[src/rtl/counter_up_if.sv]
// Control/status bundle for counter_up: enable, clear and limit in; count, wrap, laps and done out.
interface counter_up_if #(
    parameter int unsigned N = 4
);
    logic         en;
    logic         clr;
    logic [N-1:0] limit;
    logic [N-1:0] count;
    logic         wrap;
    logic [N-1:0] laps;
    logic         done;

    modport master (
        output en, clr, limit,
        input  count, wrap, laps, done
    );

    modport slave (
        input  en, clr, limit,
        output count, wrap, laps, done
    );
endinterface

[src/rtl/counter_up.sv]
// Up counter with programmable terminal value, wrap pulse and saturating lap counter.
// Define COUNTER_UP_SATURATE_EN to stop at the limit (sticky done) instead of wrapping.
module counter_up #(
    parameter int unsigned N = 4
) (
    input  logic          clk,
    input  logic          rst,
    counter_up_if.slave   bus
);
    localparam logic [N-1:0] LAPS_MAX = {N{1'b1}};

    logic [N-1:0] count_q, count_d;
    logic [N-1:0] laps_q, laps_d;
    logic [N-1:0] laps_inc;
    logic         wrap_q, wrap_d;
    logic         done_q, done_d;

    // State register; reset clears everything, including any pending wrap pulse
    always_ff @(posedge clk or negedge rst) begin
        if (!rst) begin
            count_q <= '0;
            laps_q  <= '0;
            wrap_q  <= 1'b0;
            done_q  <= 1'b0;
        end else begin
            count_q <= count_d;
            laps_q  <= laps_d;
            wrap_q  <= wrap_d;
            done_q  <= done_d;
        end
    end

    // Next-state: clr beats en; wrap defaults low so it only pulses on a terminal cycle
    always_comb begin
        count_d  = count_q;
        laps_d   = laps_q;
        wrap_d   = 1'b0;
        done_d   = done_q;
        laps_inc = (laps_q == LAPS_MAX) ? laps_q : laps_q + N'(1);

        if (bus.clr) begin
            count_d = '0;
            laps_d  = '0;
            done_d  = 1'b0;
        end else if (bus.en) begin
`ifdef COUNTER_UP_SATURATE_EN
            if (!done_q) begin
                if (count_q < bus.limit) begin
                    count_d = count_q + N'(1);
                end else begin
                    count_d = bus.limit;
                    done_d  = 1'b1;
                    wrap_d  = 1'b1;
                    laps_d  = laps_inc;
                end
            end
`else
            // count >= limit also covers a limit lowered below the current count
            if (count_q < bus.limit) begin
                count_d = count_q + N'(1);
            end else begin
                count_d = '0;
                wrap_d  = 1'b1;
                laps_d  = laps_inc;
            end
`endif
        end
    end

    assign bus.count = count_q;
    assign bus.laps  = laps_q;
    assign bus.wrap  = wrap_q;
`ifdef COUNTER_UP_SATURATE_EN
    assign bus.done  = done_q;
`else
    assign bus.done  = 1'b0;
`endif

endmodule

[src/flat_wrapper.sv]
// flat-port wrapper written by rule: the top's interface ports become plain ports
module counter_up_flat 
#(
    parameter int unsigned N = 4
)
  (clk, rst, bus_en, bus_clr, bus_limit, bus_count, bus_wrap, bus_laps, bus_done);
  counter_up_if #(.N(N)) bus_i ();
  input  logic clk;
  input  logic rst;
  input wire logic [$bits(bus_i.en)-1:0] bus_en;
  input wire logic [$bits(bus_i.clr)-1:0] bus_clr;
  input wire logic [$bits(bus_i.limit)-1:0] bus_limit;
  output wire logic [$bits(bus_i.count)-1:0] bus_count;
  output wire logic [$bits(bus_i.wrap)-1:0] bus_wrap;
  output wire logic [$bits(bus_i.laps)-1:0] bus_laps;
  output wire logic [$bits(bus_i.done)-1:0] bus_done;
  assign bus_i.en = bus_en;
  assign bus_i.clr = bus_clr;
  assign bus_i.limit = bus_limit;
  assign bus_count = bus_i.count;
  assign bus_wrap = bus_i.wrap;
  assign bus_laps = bus_i.laps;
  assign bus_done = bus_i.done;
  counter_up #(.N(N)) u_core (.clk(clk), .rst(rst), .bus(bus_i));
endmodule
[config.mk]
export PLATFORM = sky130hd
export DESIGN_NAME = counter_up_flat
export DESIGN_NICKNAME = d
export VERILOG_FILES = /design/src/rtl/counter_up_if.sv /design/src/rtl/counter_up.sv /design/src/flat_wrapper.sv
export SDC_FILE = /design/constraint.sdc
export NUM_CORES = 1
export LEC_CHECK = 0
export CAP_MARGIN = 20
export CORE_UTILIZATION = 48
export DETAILED_ROUTE_END_ITERATION = 10
export GPL_ROUTABILITY_DRIVEN = 0
export MAX_ROUTING_LAYER = met4
export PLACE_DENSITY_LB_ADDON = 0.3
export SLEW_MARGIN = 20
export SYNTH_ARGS = -nofsm -noshare
export SYNTH_HDL_FRONTEND = slang
export SYNTH_SLANG_ARGS = --single-unit
[constraint.sdc]
create_clock -name clk -period 4.7 [get_ports clk]
set_input_delay 0.705 -clock clk [delete_from_list [all_inputs] [get_ports clk]]
set_output_delay 0.705 -clock clk [all_outputs]
set_load 0.05 [all_outputs]
---- Word level (Yosys, flattened, before mapping) ----
Index checks and enable logic that the tools add are counted.
word-level totals
  output and inout port bits .............. 10
  register bits after elaboration ......... 9
operators by class
  add/subtract/negate cells ............... 2
  eq/ne operators ......................... 3
  magnitude comparators ................... 1
  mux-type cells .......................... 10
  reduce and logical (&&, ||, !) cells .... 2
operator list
  operator             count
  $mux 4               7
  $add 4x1->4 const B  2
  $eq 4x4->1 const B   1
  $lt 4x4->1           1
  $ne 2x2->1 const B   2
  $mux 1               3
  $reduce_and 3->1     1
  $reduce_bool 2->1    1

---- Longest topological paths before layout ----
Gate-level depths: netlist of the first run.
  depth after elaboration ................. 5
  gate-level depth with buffers ........... 6
  depth with buffers taken out ............ 6

---- Worst setup path before layout of the first run ----
OpenSTA, ideal clock, no wires.
  path kind ............................... input-to-reg
  start point ............................. input port bus_limit[1]
  end point ............................... register u_core.laps_q[0], in the netlist u_core.bus.laps[0]
  stages .................................. 6
  data arrival time ....................... 1.780 ns
  path buffers ............................ 0
  path slack .............................. 2.792 ns
  setup time .............................. 0.128 ns
  cells stage by stage .................... inv_1 -> ha_1 -> inv_2 -> o21a_4 -> nor3_4 -> mux2_1
on the way
  cells in the longest elaborated chain, start to end .. 3
RTL lines
  item                               RTL line            source
  start: declaration                 flat_wrapper.sv:12  input wire logic [$bits(bus_i.limit)-1:0] bus_limit;
  $lt 4x4->1                         counter_up.sv:59    if (count_q < bus.limit) begin
  $ne 2x2->1 (no source line)        n/a
  $reduce_and 3->1 (no source line)  n/a
  end signal: assignment             counter_up.sv:27    laps_q <= laps_d;
  end: declaration                   counter_up.sv:13    logic [N-1:0] laps_q, laps_d;
No other way between the ends.
A chain may end at the register's enable or synchronous reset.

---- Worst setup path in the final report of the first run ----
  start point ............................. register u_core.count_q[0], in the netlist u_core.bus.count[0]
  end point ............................... output port bus_count[0]
RTL lines
  item                      RTL line            source
  start: declaration        counter_up.sv:12    logic [N-1:0] count_q, count_d;
  start signal: assignment  counter_up.sv:26    count_q <= count_d;
  end: declaration          flat_wrapper.sv:13  output wire logic [$bits(bus_i.count)-1:0] bus_count;
No word-level cell between the ends.

==> flow_summary_export.csv, run 1 <==
group,metric,value,unit
synth,synthArstFlopShare,100,%
critical_path,path_class,"reg2out",
clocking,clk_pin_slew,0.06,ns
floorplanning,fp.dieH,38.1,um
outcome,outcome,"complete, no violations",
floorplanning,core,1160,um^2
critical_path,crit_slowest_cell,"clkdlybuf4s50_1",
route,drt-total-wl,1.29,mm
final_layout,finalCoreUtilization,70.3,%
route,drtIter0Drc,14,
final_layout,instances_no_fill,98,
critical_path,cp_max_fo,6,
grt,grt_pass1_wl,2.08,mm
timing,fin_crit_sh,48.0,%
synth,yosysWarnings,0,
floorplanning,die_area,1450,um^2
timing,worstMarginPinSlew,0.510,ns
critical_path,start_kind,"flop",
floorplanning,start_util,54.1,%
timing,rsz0062_at_grt,"no",
route,drc,0,
pwr,switching_share,29.3,%
place,dp_hpwl,1.01,mm
timing,fin_crit,2.25,ns
critical_path,crit_chain,"clkdlybuf4s50_1",
critical_path,r2r_cells,5,
synth,seq_area_frac_synth,36.0,%
grt,grt_max_degree,13,
synth,synth_fp_nets,80,
synth,synthFlopType,"dfrtp_1",
flow_run,drv_cap,0,
synth,syn_area_per_cell,9.34,um^2
place,placed_cell_area,787,um^2
final_layout,n_fill_cell,108,
floorplanning,rows,12,
timing,finalHoldViolCount,0,
synth,synth_top_area_cell,"dfrtp_1",
timing,slew_viol_final,0,
clocking,cts_setup_buffers,0,
pwr,power_density,227,nW/um^2
clocking,cts_root_buffer,"clkbuf_4",
grt,grt_usage,21.9,%
clocking,cts_buffers,3,
critical_path,crit_required,3.99,ns
place,portBuffers,16,
critical_path,path_buf_inv,1,
route,wire_per_inst,13.1,um
clocking,cts_buffer_depth,2,
critical_path,cp.depth,1,
clocking,clkLatencyLatePin,0.25,ns
critical_path,cp.arrival,1.55,ns
grt,grt_pass1_vias,529,
clocking,postCtsHoldBufs,0,
pwr,p_sw,54.2,uW
timing,setup_violations,0,
grt,gr-total-overflow,0,
final_layout,nets,98,
final_layout,syn2layout_area_growth,30.0,%
critical_path,critPathCaptureType,"primary output",
pwr,irDropWorstVdd,0.147,mV
synth,synth-seq-cells,9,
timing,final.setup.tns,0,ns
critical_path,critPathMaxStageDelay,0.85,ns
route,drtPass1Iterations,4,
grt,antenna_found_initial,0,
clocking,htree_levels,1,
min_path,min_delay_path_depth,2,
final_layout,stdcell_area,813,um^2
synth,yosysTopAreaCellShare,36.0,%
timing,skew,0.000417,ns
floorplanning,io_pins,18,
route,ant_nets,0,
pwr,p_leak,0.369,nW
min_path,hold_class,"reg2reg",
clocking,cts_sinks,9,
critical_path,critPathTopFamily,"buffers and inverters",
clocking,cts_resized,0,
synth,ys_types,32,
synth,yosys-top-cells-area,"dfrtp_1, ha_1, nand2b_1, nor2b_1, a21oi_1",
route,avgViaCountPerCell,5.47,
pwr,power_frac_comb,23.6,%
clocking,cts_tree,"built",
pwr,power_frac_clock,31.7,%
route,num_vias,536,
synth,synth_edf_count,0,
synth,syn_inst,67,
pwr,power.internal,130,uW
timing,max_freq,0.443,GHz
final_layout,drive_gt1_share,9.52,%
timing,relSlewSlack,65.9,%
synth,syn-cell-area,626,um^2
floorplanning,die_w,38.1,um
place,numPlacedInstances,94,
pwr,seq_power_share,44.7,%
final_layout,n_antenna_cell,0,
[cell families (layout without fill, tap and decap cells)]
group / count (synthesis) / after routing / share of synthesized area (%)
buffers and inverters: 8 / 25 / 5.60
muxes: 3 / 3 / 5.00
and+or+nand+nor: 26 / 26 / 27.0
other: 1 / 1 / 0.599
DFF: 9 / 9 / 36.0
AOI/OAI and AO/OA: 15 / 15 / 15.8
adders and majority gates: 5 / 5 / 10.0
[state kept, by name (all words and copies together) (netlist names)]
register / flops
u_core.bus.laps: 4
u_core.bus.wrap: 1
u_core.bus.count: 4
[per-layer routing]
layer  wire length (um)  GRT usage, %  share of wire [%]  up-vias
met5                  0             -                  0        -
met4                 11          15.2               0.86        0
met3                 53          1.74                4.1        2
met2                666          37.3                 52       14
met1                554          24.2                 43      255
li1                   -             -                  -      265
[stage by stage]
step                hold WS [ns]  total power [mW]  setup slack [ns]
global route               0.640             0.194              2.41
floorplan                  0.409             0.113              2.79
finish                     0.597             0.185              2.45
CTS                        0.601             0.187              2.43
global placement           0.571             0.127              2.30
detailed placement         0.588             0.128              2.27
[placed cells by master, fill, tap and decap left out]
cell | synthesis | routed
clkdlybuf4s50_1 | 0 | 16
dfrtp_1 | 9 | 9
ha_1 | 5 | 5
inv_1 | 4 | 4
nor2b_1 | 4 | 4
nand2b_1 | 4 | 4
a21oi_1 | 4 | 4
nand2_1 | 4 | 4
o21ai_0 | 3 | 3
clkbuf_4 | 0 | 3
nor2_1 | 2 | 2
nand3_1 | 2 | 2
and2_1 | 2 | 2
a31oi_1 | 2 | 2
a311oi_1 | 2 | 2
mux2i_1 | 2 | 2
inv_2 | 1 | 1
nor3_2 | 1 | 1
o21a_4 | 1 | 1
o21ai_1 | 1 | 1
and2b_4 | 1 | 1
and3_1 | 1 | 1
nor3b_1 | 1 | 1
o22ai_1 | 1 | 1
and4_1 | 1 | 1
nor3_4 | 1 | 1
mux2_1 | 1 | 1
o211ai_1 | 1 | 1
and2b_1 | 1 | 1
or2b_1 | 1 | 1
conb_1 | 1 | 1
clkbuf_1 | 1 | 1
[area by class of cell]
cell class	instances	area, um^2	area share, %
Timing Repair Buffer	16	160	19.7
Clock buffer	4	26.3	3.23
Tap cell	14	17.5	2.15
Multi-Input combinational cell	50	365	44.9
Inverter	5	18.8	2.31
Sequential cell	9	225	27.7
[power groups by stage]
stage	Sequential, mW	Clock (mW)	Combinational (mW)
finish	0.0825	0.0585	0.0436
global route	0.0827	0.0636	0.0475
CTS	0.0825	0.0609	0.0439
detailed placement	0.0838	0	0.0437
global placement	0.0837	0	0.0428
floorplan	0.0905	0	0.0223
[cells in the mapped netlist (2+ instances only)]
cell      n
inv_1     4
dfrtp_1   9
a31oi_1   2
a21oi_1   4
nor2b_1   4
and2_1    2
o21ai_0   3
a311oi_1  2
nand3_1   2
nand2b_1  4
nand2_1   4
mux2i_1   2
ha_1      5
nor2_1    2
[path summary, 6_finish.rpt]
kind	start	end	slack [ns]
setup / recovery	u_core.bus.count[0]	bus_count[0]	2.45
hold / removal	u_core.bus.laps[1]	u_core.bus.laps[1]	0.60
setup reg to reg	u_core.bus.count[1]	u_core.bus.laps[0]	3.02
hold reg to reg	u_core.bus.laps[1]	u_core.bus.laps[1]	0.60
max in group asynchronous	rst	u_core.bus.laps[3]	3.67
min in group asynchronous	rst	u_core.bus.count[0]	0.75
Note: power is estimated with default switching activity, not from simulation.
==> run 2: changes to the inputs <==
--- a/config.mk
+++ b/config.mk
@@ -6,7 +6,7 @@
 export NUM_CORES = 1
 export LEC_CHECK = 0
 export CAP_MARGIN = 20
-export CORE_UTILIZATION = 48
+export CORE_UTILIZATION = 45
 export DETAILED_ROUTE_END_ITERATION = 10
 export GPL_ROUTABILITY_DRIVEN = 0
 export MAX_ROUTING_LAYER = met4
==> constraint.sdc (replaced) <==
create_clock -name clk -period 2.22 [get_ports clk]
set_input_delay 0.333 -clock clk [delete_from_list [all_inputs] [get_ports clk]]
set_output_delay 0.333 -clock clk [all_outputs]
set_load 0.05 [all_outputs]
==> run 2 against run 1 <==
Register-to-register slack worse by 2.5 ns. Worst hold slack worse by 0.22 ns. Sequential share of layout area hardly changed. Critical path depth stayed put. Clock skew is 0.0032 ns higher. Via count is 0.93% higher. Die area is 6.3% higher. Power is 110% higher. Worst setup slack worse by 2.1 ns. Largest cell class unchanged.
==> flow_summary_export.csv, run 2 (synthesis results as in run 1) <==
group,metric,value,unit
outcome,outcome,"complete, no violations",
grt,antenna_found_initial,0,
final_layout,final_common_cell,"clkdlybuf4s50_1",
clocking,clkLatencyLatePin,0.26,ns
timing,fin_crit_sh,84.9,%
grt,grt_pass1_wl,2.09,mm
place,dp_hpwl,977,um
grt,gr-total-overflow,0,
floorplanning,rows,13,
route,drc,0,
clocking,cts_setup_buffers,0,
grt,grt_max_degree,13,
flow_run,drv_cap,0,
timing,max_freq,0.531,GHz
place,portBuffers,16,
clocking,cts_buffers,3,
floorplanning,die_w,39.3,um
route,drtIter0Drc,9,
critical_path,crit_required,1.89,ns
clocking,clk_pin_slew,0.06,ns
route,wire_per_inst,13.1,um
pwr,p_sw,119,uW
pwr,power_frac_comb,23.3,%
clocking,cts_tree,"built",
pwr,seq_power_share,44.2,%
critical_path,crit_slowest_cell,"clkdlybuf4s50_1",
critical_path,cp_max_fo,5,
pwr,irDropWorstVdd,0.369,mV
floorplanning,die_area,1540,um^2
floorplanning,io_pins,18,
timing,rsz0062_at_grt,"no",
clocking,cts_resized,0,
final_layout,final_cell_mix,"clkdlybuf4s50_1, dfrtp_1, ha_1",
critical_path,cp.arrival,1.55,ns
timing,final.setup.tns,0,ns
pwr,power_density,485,nW/um^2
route,num_vias,541,
final_layout,syn2layout_area_growth,30.2,%
clocking,cts_sinks,9,
pwr,power.internal,276,uW
floorplanning,core,1300,um^2
route,ant_nets,0,
pwr,power_frac_clock,32.4,%
timing,worstMarginPinSlew,0.498,ns
final_layout,n_antenna_cell,0,
grt,grt_pass1_vias,489,
critical_path,crit_chain,"clkdlybuf4s50_1",
floorplanning,fp.dieH,39.3,um
critical_path,path_class,"reg2out",
route,avgViaCountPerCell,5.46,
pwr,switching_share,30.1,%
final_layout,drive_gt1_share,9.52,%
critical_path,critPathMaxStageDelay,0.84,ns
timing,fin_hold_ws,0.372,ns
critical_path,critPathTopFamily,"buffers and inverters",
route,drtPass1Iterations,4,
clocking,cts_root_buffer,"clkbuf_4",
floorplanning,start_util,48.1,%
clocking,htree_levels,1,
grt,grt_usage,20.9,%
timing,fin_crit,1.88,ns
timing,relSlewSlack,66.7,%
critical_path,start_kind,"flop",
route,drt-total-wl,1.30,mm
clocking,postCtsHoldBufs,0,
clocking,cts_buffer_depth,2,
timing,slew_viol_final,0,
pwr,p_leak,0.369,nW
timing,setup_violations,0,
timing,finalHoldViolCount,0,
final_layout,nets,98,
min_path,hold_class,"in2async",
critical_path,critPathCaptureType,"primary output",
timing,skew,0.00357,ns
critical_path,path_buf_inv,1,
[run 2: cell counts in the layout (fill, tap and decap cells not counted)]
No cell type changed its count.
[run 2: power by group through the flow]
stage	sequential, mW	clock [mW]	combinational [mW]
after global placement	0.177	0	0.0906
after floorplan	0.192	0	0.0473
after CTS	0.175	0.130	0.0929
final	0.175	0.128	0.0922
after global routing	0.176	0.133	0.100
after detailed placement	0.178	0	0.0928
[run 2: area by class of cell]
class	count	area, um^2
Fill cell	133	487
Multi-Input combinational cell	50	365
Clock buffer	4	26.3
Sequential cell	9	225
Timing Repair Buffer	16	160
Tap cell	15	18.8
Inverter	5	18.8
[run 2: worst paths after layout]
check / start / to / slack, ns / cells past startpoint
max in group asynchronous: rst / u_core.bus.laps[1] / 1.55 / 1
worst min-delay path: rst / u_core.bus.count[2] / 0.37 / 1
min in group clk: u_core.bus.laps[1] / u_core.bus.laps[1] / 0.60 / 2
worst min register to register: u_core.bus.laps[1] / u_core.bus.laps[1] / 0.60 / 2
worst max-delay path: u_core.bus.count[1] / bus_count[1] / 0.34 / 1
worst max register to register: u_core.bus.count[1] / u_core.bus.laps[0] / 0.53 / 5
[run 2: through the flow]
| step | std cells | instance area (um^2) | power, mW | worst slack [ns] | util [%] |
|---|---|---|---|---|---|
| 2_1_floorplan | 67 | 626 | 0.239 | 0.348 | - |
| 3_3_place_gp | 95 | 788 | 0.268 | 0.191 | 60.6 |
| 3_5_place_dp | 95 | 788 | 0.271 | 0.149 | 60.6 |
| 4_1_cts | 99 | 815 | 0.398 | 0.344 | 62.6 |
| 5_1_grt | 99 | 815 | 0.409 | 0.310 | 62.6 |
| 6_report | 99 | 815 | 0.395 | 0.336 | 62.6 |
[run 2: per-layer routing]
metal  track usage (%)  routed length [um]
met1              25.7                 592
met4              10.3                   6
met2              33.3                 640
met5                 -                   0
met3              3.41                  59
==> run 3: changes to the inputs <==
==> constraint.sdc (replaced) <==
create_clock -name clk -period 1.8 [get_ports clk]
set_input_delay 0.27 -clock clk [delete_from_list [all_inputs] [get_ports clk]]
set_output_delay 0.27 -clock clk [all_outputs]
set_load 0.05 [all_outputs]
==> run 3 against run 2 <==
Die area unchanged. First-iteration DRC count shrank 56%. Highest routed layer unchanged. Largest power group unchanged. Via count is 0.55% lower. Sequential share of layout area hardly changed. Worst setup slack worse by 0.20 ns.
==> flow_summary_export.csv, run 3 (synthesis results as in run 1) <==
group,metric,value,unit
outcome,outcome,"complete, no violations",
critical_path,path_class,"in2reg",
route,ant_nets,0,
final_layout,syn2layout_area_growth,32.4,%
clocking,cts_sinks,9,
floorplanning,io_pins,18,
clocking,cts_root_buffer,"clkbuf_4",
route,avgViaCountPerCell,5.22,
critical_path,crit_required,1.95,ns
pwr,irDropWorstVdd,0.356,mV
grt,grt_usage,19.8,%
final_layout,multi_input_area,365,um^2
final_layout,drive_gt1_share,26.1,%
clocking,postCtsHoldBufs,0,
critical_path,cp.arrival,1.82,ns
route,drtIter0Drc,4,
floorplanning,fp.dieH,39.3,um
route,wire_per_inst,11.7,um
final_layout,n_fill_cell,105,
grt,gr-max-usage-layer,"met2",
min_path,hold_class,"in2async",
grt,grt_pass1_vias,466,
timing,fin_crit,1.66,ns
route,drtPass1Iterations,5,
timing,setup_violations,0,
pwr,power_density,602,nW/um^2
timing,slew_viol_final,0,
route,drt-total-wl,1.21,mm
grt,grt_use_met3,3.41,%
final_layout,stdcell_area,828,um^2
critical_path,critPathCaptureType,"flop",
place,dp_hpwl,904,um
floorplanning,die_w,39.3,um
final_layout,instances_no_fill,103,
final_layout,nets,102,
clocking,cts_resized,0,
clocking,clk_pin_slew,0.07,ns
place,portBuffers,16,
critical_path,cp_max_fo,2,
floorplanning,rows,13,
flow_run,drv_cap,0,
floorplanning,start_util,48.1,%
clocking,cts_tree,"built",
place,numPlacedInstances,99,
final_layout,final_common_cell,"buf_4",
route,drc,0,
timing,max_freq,0.601,GHz
grt,gr-usage-met1,25.3,%
timing,rsz0062_at_grt,"no",
pwr,p_leak,0.399,nW
grt,grt_pass1_wl,1.95,mm
final_layout,n_antenna_cell,0,
final_layout,ff_latch_area,229,um^2
timing,fin_hold_ws,0.305,ns
clocking,cts_setup_buffers,0,
place,placed_cell_area,802,um^2
timing,fin_crit_sh,92.4,%
clocking,htree_levels,1,
clocking,cts_buffers,3,
floorplanning,core,1300,um^2
critical_path,start_kind,"input pin",
timing,skew,0.00699,ns
route,num_vias,538,
grt,grt_max_degree,10,
final_layout,final_cell_mix,"buf_4, clkdlybuf4s50_1, dfrtp_1",
floorplanning,die_area,1540,um^2
timing,finalHoldViolCount,0,
grt,use_met2,30.0,%
critical_path,regToRegSetupSlack,0.18,ns
clocking,clkLatencyLatePin,0.27,ns
grt,antenna_found_initial,0,
grt,gr-total-overflow,0,
clocking,cts_buffer_depth,2,
==> run 3: routing by layer <==
| metal | wire length (um) | vias up |
|---|---|---|
| li1 | - | 275 |
| met1 | 586 | 243 |
| met2 | 523 | 18 |
| met3 | 64 | 2 |
| met4 | 30 | 0 |
| met5 | 0 | - |
==> run 3: report_power, final <==
group	leakage, nW	switching (mW)	total (mW)	internal (mW)
clock network	0.0150	0.0764	0.162	0.0857
registers	0.119	0.00709	0.215	0.208
logic	0.264	0.0680	0.122	0.0536
total	0.399	0.151	0.499	0.347
==> run 3: worst paths after layout <==
kind,to,cells past startpoint,start
max in group asynchronous,u_core.bus.count[1],1,rst
min reg2reg,u_core.bus.laps[1],2,u_core.bus.laps[1]
max reg2reg,u_core.bus.laps[0],5,u_core.bus.count[1]
min,u_core.bus.laps[0],1,rst
max,u_core.bus.laps[0],7,bus_limit[1]
min in group clk,u_core.bus.laps[1],2,u_core.bus.laps[1]
==> run 3: metrics by stage <==
step	TNS, ns	utilization [%]	power (mW)	setup slack (ns)
floorplan	0	-	0.295	0.0449
global placement	-0.460	61.6	0.339	-0.132
detailed placement	-0.679	61.6	0.341	-0.165
CTS	0	63.7	0.507	0.122
global route	0	63.7	0.523	0.00651
finish	0	63.7	0.499	0.136
==> run 3: final cells by class <==
| type | count | share of cell area [%] |
|---|---|---|
| Clock buffer | 4 | 3.17 |
| Inverter | 5 | 2.27 |
| Multi-Input combinational cell | 50 | 44.1 |
| Sequential cell | 9 | 27.6 |
| Tap cell | 15 | 2.27 |
| Timing Repair Buffer | 20 | 20.5 |
==> run 3: worst max-delay path, cell delays in order <==
cell             delay (ns)
clkdlybuf4s50_1        0.46
inv_1                  0.04
ha_1                   0.27
inv_2                  0.04
o21a_4                 0.21
nor3_4                 0.18
mux2_1                 0.33
